### config.mk
export PLATFORM = sky130hd
export DESIGN_NAME = flit_sender
export DESIGN_NICKNAME = d
export VERILOG_FILES = /design/src/rtl/flit_sender.sv
export SDC_FILE = /design/constraint.sdc
export NUM_CORES = 1
export LEC_CHECK = 0
export BUFFER_PORTS_ARGS = -buffer_cell sky130_fd_sc_hd__buf_2
export CORE_UTILIZATION = 45
export DETAILED_ROUTE_END_ITERATION = 7
export HOLD_SLACK_MARGIN = 0.1
export MAX_ROUTING_LAYER = met4
export PLACE_DENSITY_LB_ADDON = 0.2
export REMOVE_ABC_BUFFERS = 1
export SYNTH_ARGS = -nofsm -noshare
export SYNTH_HDL_FRONTEND = slang
export SYNTH_SLANG_ARGS = --single-unit
export TNS_END_PERCENT = 5
### constraint.sdc
create_clock -name clock -period 2.9 [get_ports clock]
set_clock_uncertainty 0.2 [all_clocks]
set_input_delay 0.435 -clock clock [delete_from_list [all_inputs] [get_ports clock]]
set_output_delay 0.435 -clock clock [all_outputs]
set_load 0.05 [all_outputs]
### src/rtl/flit_sender.sv
// Output-port flit sender: requests a route, then streams header, size and payload flits under credit flow control.
// Optional packet statistics counter enabled by defining FLIT_SENDER_STATS_EN.
`ifndef TAM_FLIT
`define TAM_FLIT 16
`endif
`ifndef TAM_BUFFER
`define TAM_BUFFER 16
`endif

module flit_sender #(
  parameter int WIDTH = `TAM_FLIT,
  parameter int DEPTH = `TAM_BUFFER
) (
  input  logic                   clock,
  input  logic                   reset,
  input  logic [WIDTH-1:0]       head,
  input  logic [$clog2(DEPTH):0] count,
  output logic                   pull,
  output logic                   h,
  input  logic                   ack_h,
  output logic                   tx,
  output logic [WIDTH-1:0]       data_out,
  input  logic                   credit_i,
  output logic                   sender_free
`ifdef FLIT_SENDER_STATS_EN
  ,
  output logic [15:0]            pkt_count
`endif
);

  typedef enum logic [2:0] {IDLE, REQ, HDR, SIZE, PAYLOAD} state_t;

  state_t           state, state_next;
  logic [WIDTH-1:0] remaining, remaining_next;
  logic             has_flit;
  logic             sending;

  assign has_flit = (count != '0);
  assign sending  = (state == HDR) || (state == SIZE) || (state == PAYLOAD);
  assign tx       = sending && has_flit;
  assign pull     = tx && credit_i;
  assign data_out = head;

  always_ff @(posedge clock) begin
    // NOTE: non-blocking assignments keep every register update ordered as a true edge-triggered flop.
    if (!reset) begin
      state     <= IDLE;
      remaining <= '0;
    end else begin
      state     <= state_next;
      remaining <= remaining_next;
    end
  end

  always_comb begin
    // NOTE: every output of this block gets a default first, so no path can infer a latch.
    state_next     = state;
    remaining_next = remaining;
    h              = 1'b0;
    sender_free    = 1'b0;
    case (state)
      IDLE: if (has_flit) state_next = REQ;
      REQ: begin
        h = 1'b1;
        if (ack_h) state_next = HDR;
      end
      HDR: if (pull) state_next = SIZE;
      SIZE: begin
        if (pull) begin
          remaining_next = head;
          if (head == '0) begin
            state_next  = IDLE;
            sender_free = 1'b1;
          end else begin
            state_next = PAYLOAD;
          end
        end
      end
      PAYLOAD: begin
        if (pull) begin
          remaining_next = remaining - 1'b1;
          // The flit that consumes the last unit of size closes the packet.
          if (remaining == WIDTH'(1)) begin
            state_next  = IDLE;
            sender_free = 1'b1;
          end
        end
      end
      default: state_next = IDLE;
    endcase
  end

`ifdef FLIT_SENDER_STATS_EN
  always_ff @(posedge clock) begin
    if (!reset) begin
      pkt_count <= '0;
    end else if (sender_free && (pkt_count != 16'hFFFF)) begin
      pkt_count <= pkt_count + 16'd1;
    end
  end
`endif

endmodule
Yosys cells after proc, flatten, opt, wreduce, memory -nomap -nowiden --
Cells that the tools add are included.
Word-level totals: register bits after elaboration 19, memories kept 0, output and inout port bits 20, bits in writable memories 0, bits of input ports 25, ROM bits 0, latch bits 0
Cells by class: $mul 0, divide/modulo/power cells 0, add/sub/neg operators 1, reduce and logical (&&, ||, !) cells 10, mux-type cells 17, equality and inequality tests 11, order comparisons 0, bitwise gates (word level) 0, shift operators 0
Operators by type and width (number):
- $mux 16 | 2
- $pmux 16 s2 | 1
- $mux 3 | 7
- $eq 16x1->1 const B | 1
- $logic_not 16->1 | 1
- $sub 16x1->16 const B | 1
- $pmux 3 s5 | 1
- $ne 2x2->1 const B | 5
- $eq 3x2->1 const B | 2
- $reduce_and 6->1 | 1
- $mux 1 | 5
- $reduce_bool 5->1 | 1
- $eq 3x1->1 const B | 1
- $eq 3x3->1 const B | 1
- $logic_not 3->1 | 1
- $reduce_and 3->1 | 1
- $logic_and 1x1->1 | 2
- $logic_or 1x1->1 | 2
- $ne 2x1->1 const B | 1
- $pmux 1 s2 | 1
- $reduce_bool 2->1 | 1

Depth between registers and ports, before layout --
depth in word-level cells 7, gate-level depth with buffers 7

Worst setup path after synthesis --
Ideal clock, no wire load.
kind reg-to-output, start register state[0], end output port pull, stages on the path, launching flop included 7, arrival 2.462 ns, path slack -0.197 ns, cell sequence dfxtp_1 > clkbuf_1 > or3b_1 > clkbuf_1 > buf_6 > a22oi_1 > and2_1
On the way: longest elaborated chain between the ends 5
Ends and longest elaborated chain:
- from (decl) | RTL line 33 | state_t state, state_next;
- from (signal assigned) | RTL line 50 | state <= state_next;
- $eq 3x2->1 | RTL line 39 | assign sending = (state == HDR) || (state == SIZE) || (state == PAYLOAD);
- $logic_or 1x1->1 | RTL line 39
- $logic_or 1x1->1 (*) | RTL line 39
- $logic_and 1x1->1 (*) | RTL line 40 | assign tx = sending && has_flit;
- net tx | RTL line 21 | output logic tx,
- $logic_and 1x1->1 (*) | RTL line 41 | assign pull = tx && credit_i;
- to (decl) | RTL line 18 | output logic pull,
Mark *: on every way through the listed nets, which the timed path passes. The rest lies on a longest branch.

Final worst setup path --
start register remaining[8], end output port sender_free
On the way: longest elaborated chain between the ends 4
Ends and longest elaborated chain:
- from (decl) | RTL line 34 | logic [WIDTH-1:0] remaining, remaining_next;
- from (signal assigned) | RTL line 51 | remaining <= remaining_next;
- $eq 16x1->1 | RTL line 83 | if (remaining == WIDTH'(1)) begin
- $mux 1 | RTL line 83
- $mux 1 | RTL line 80 | if (pull) begin
- $pmux 1 s2 | RTL line 61 | case (state)
- to (decl) | RTL line 24 | output logic sender_free
No other way between the ends.

==> impl_metrics.yaml <==
worst_setup_path:
  cp.arrival_ns: 2.24
  crit_path_end_kind: "output pin"
  rrSetupSlack_ns: 0.55
  ff2ff_path_depth: 5
  worstSetupPathDepth: 5
  cp_common_cell: "or4_4"
  crit_end: "sender_free"
  worstSetupPathType: "register to output pin"
  worst-path-buf-inv: 1
  timing.rr.end: "remaining[15]"
  startpoint_type: "register"
  critPathTopFamily: "simple AND/OR/NAND/NOR gates"
  worst-path-max-fanout: 5
  crit_path_start: "remaining[8]"
  cpMaxStageDelayCell: "or4_4"
  r2r_start: "remaining[8]"
  critical_path.max_stage_delay_ns: 0.55
  cp.required_ns: 2.27
  crit_chain: "or4_4, or4_4, nor4_2, o21a_1, buf_6"
logic_synthesis:
  synth_mux_area_frac: 0
  syn_area_per_cell_um2: 7.58
  synth_compound_area_frac: 0.309
  yosys-top-cells-area: "dfxtp_1, buf_4, nand2_1"
  synth-edff-count: 0
  synthAdderAreaFrac: 0.0169
  syn-cell-area_um2: 1480
  dominantRegCellSynth: "dfxtp_1"
  synth_seq_area_share: 0.257
  yosys.area.top_type_share: 0.257
  synthArstFlopShare: 0
  yosysUniqueCellTypes: 50
  ys_warn_count: 0
  ys_ff_latch: 19
  synth_top_cell_by_area: "dfxtp_1"
  netlist_instances: 195
  yosys.area_share.simple: 0.281
  synthXorXnorAreaFrac: 0
  synth_top_family_by_area: "compound AO/OA/AOI/OAI gates"
layout:
  seqCellArea_um2: 384
  diodes: 0
  stdcell_count: 272
  drive_above_1_share: 0.316
  multi_input_area_um2: 906
  final_util: 0.556
  final_common_cell: "buf_2"
  final_cell_mix: "buf_2, nand2_1, dfxtp_1"
  fillCellCount: 293
  area_delta_synth_final_pct: 15.7
  fin_nets: 256
run_status:
  outcome: "finished clean"
pwr:
  leakage_nw: 0.683
  vdd_drop_max_mv: 0.218
  power_density_nw_per_um2: 413
global_route:
  antenna_found_initial: 0
  grt_pass1_wl_um: 6600
  grt-ovfl-total: 0
  first_global_vias: 1458
  track_usage: 0.251
  grt_max_degree: 16
die:
  ios: 45
  dieHeight_um: 59.3
  initial_core_util: 0.480
  coreArea_um2: 3080
  die_area_um2: 3520
  die_x_um: 59.3
  row_count: 20
sta:
  tightest_slew_ns: 0.760
  min_period_ns: 2.87
  hold_viol: 0
  relSlewSlack: 0.489
  setup_viol: 0
  fmax_mhz: 348
  slew_viol_final: 0
  period_share: 0.991
  rsz0062_at_grt: "true"
placement:
  place_congestion: 0.857
  dp_cells: 265
  dpl.hpwl_um: 3040
  numPortBuffers: 44
clock_tree:
  h-tree-depth: 1
  clkSinkCount: 19
  cts_root_buf: "clkbuf_4"
  cts.path.max_buffers: 2
  clk_latency_ns: 0.31
  path_clk_slew_ns: 0.13
  cts_buffers: 3
  cts_tree: "built"
route:
  wl_um: 4210
  drt_iter0_drc: 101
  drtAntennaViolNets: 0
  first_pass_iters: 4
  vias: 1655
  via_per_inst: 6.08
  wire_per_inst_um: 15.5
  remaining_drc_errors: 0
worst_hold_path:
  hold_class: "input port to register"
  min_from: "ack_h"
flow_run:
  maxCapViolations: 0
-- state kept, by name, indices dropped and copies added, names as in the netlist --
signal     cells
remaining     16
state          3
-- worst reg2reg max path, delay by kind of cell (launching register included) --
family,cells,cell delay [ns]
simple gates,2,1.07
compound gates,2,0.46
flops,1,0.38
buf+inv,1,0.17
-- Yosys cell counts (2+ instances only) --
library cell and instances:
o22ai_1 3, a21o_1 4, o211ai_1 6, nor3_1 8
buf_2 2, a21oi_1 13, a31oi_1 3, or4_4 2
dfxtp_1 19, nand3b_1 3, o21ai_1 2, nand2b_1 2
a211oi_1 2, o2111ai_1 2, o21ai_0 12, nor2_1 11
nand2_1 20, buf_6 2, clkbuf_1 7, nor4_1 7
buf_4 16, nor4_2 2, ha_1 2, a22oi_1 3
nor3b_1 2, a32oi_1 2, and2_1 3, nand3_1 3
o31ai_1 2, inv_1 6, o221ai_1 3, nand4_1 3
-- layer usage --
| metal | vias up | GRT usage | share of wire |
|---|---|---|---|
| met2 | 75 | 0.404 | 0.48 |
| met5 | - | - | 0 |
| met1 | 780 | 0.326 | 0.44 |
| li1 | 792 | - | - |
| met4 | 0 | 0.0918 | 0.016 |
| met3 | 8 | 0.0240 | 0.061 |
-- worst min-delay path by stage --
| stage | cells after the start | endpoint | slack, ns |
|---|---|---|---|
| floorplan | 2 | remaining[11] | 0.26 |
| global placement | 2 | remaining[7] | 0.28 |
| detailed placement | 2 | remaining[11] | 0.29 |
| CTS | 3 | state[1] | 0.20 |
| global route | 3 | state[1] | 0.21 |
| finish | 3 | state[1] | 0.21 |
-- cell families (layout without fill, tap and decap cells) --
group	after synthesis	count (layout)
and+or+nand+nor	74	74
AOI/OAI and AO/OA	67	67
buffers and inverters	33	66
DFF	19	19
adders and majority gates	2	2
-- per-stage QoR --
| stage | power (mW) | hold slack, ns | setup TNS (ns) | instance area (µm²) | worst slack [ns] |
|---|---|---|---|---|---|
| 2_1_floorplan | 0.425 | 0.259 | -0.200 | 1300 | -0.200 |
| 3_3_place_gp | 0.547 | 0.281 | 0 | 1640 | 0.253 |
| 3_5_place_dp | 0.552 | 0.287 | 0 | 1640 | 0.221 |
| 4_1_cts | 0.703 | 0.197 | 0 | 1690 | 0.00824 |
| 5_1_grt | 0.741 | 0.208 | -0.00834 | 1710 | -0.00834 |
| 6_report | 0.706 | 0.207 | 0 | 1710 | 0.0273 |
-- layout make-up --
class | instances | area share
Clock buffer | 3 | 0.0132
Multi-Input combinational cell | 143 | 0.529
Clock inverter | 1 | 0.00292
Sequential cell | 19 | 0.224
Inverter | 6 | 0.0132
Timing Repair Buffer | 56 | 0.185
Tap cell | 44 | 0.0322
-- power by group --
part	total, mW	switching, mW	internal (mW)
Sequential	0.295	0.0203	0.274
Clock	0.145	0.0938	0.0515
Combinational	0.266	0.174	0.0918
-- timing repair --
item                                    CTS  global route
buffers inserted                          1             2
pin swaps                                 3             1
endpoints found under the hold margin     0             0
gates cloned                              0             0
hold buffers                              0             0
resized for setup                         5             1
endpoints found under the setup margin    1             2
No activity file was read; power rests on OpenSTA's default activity.
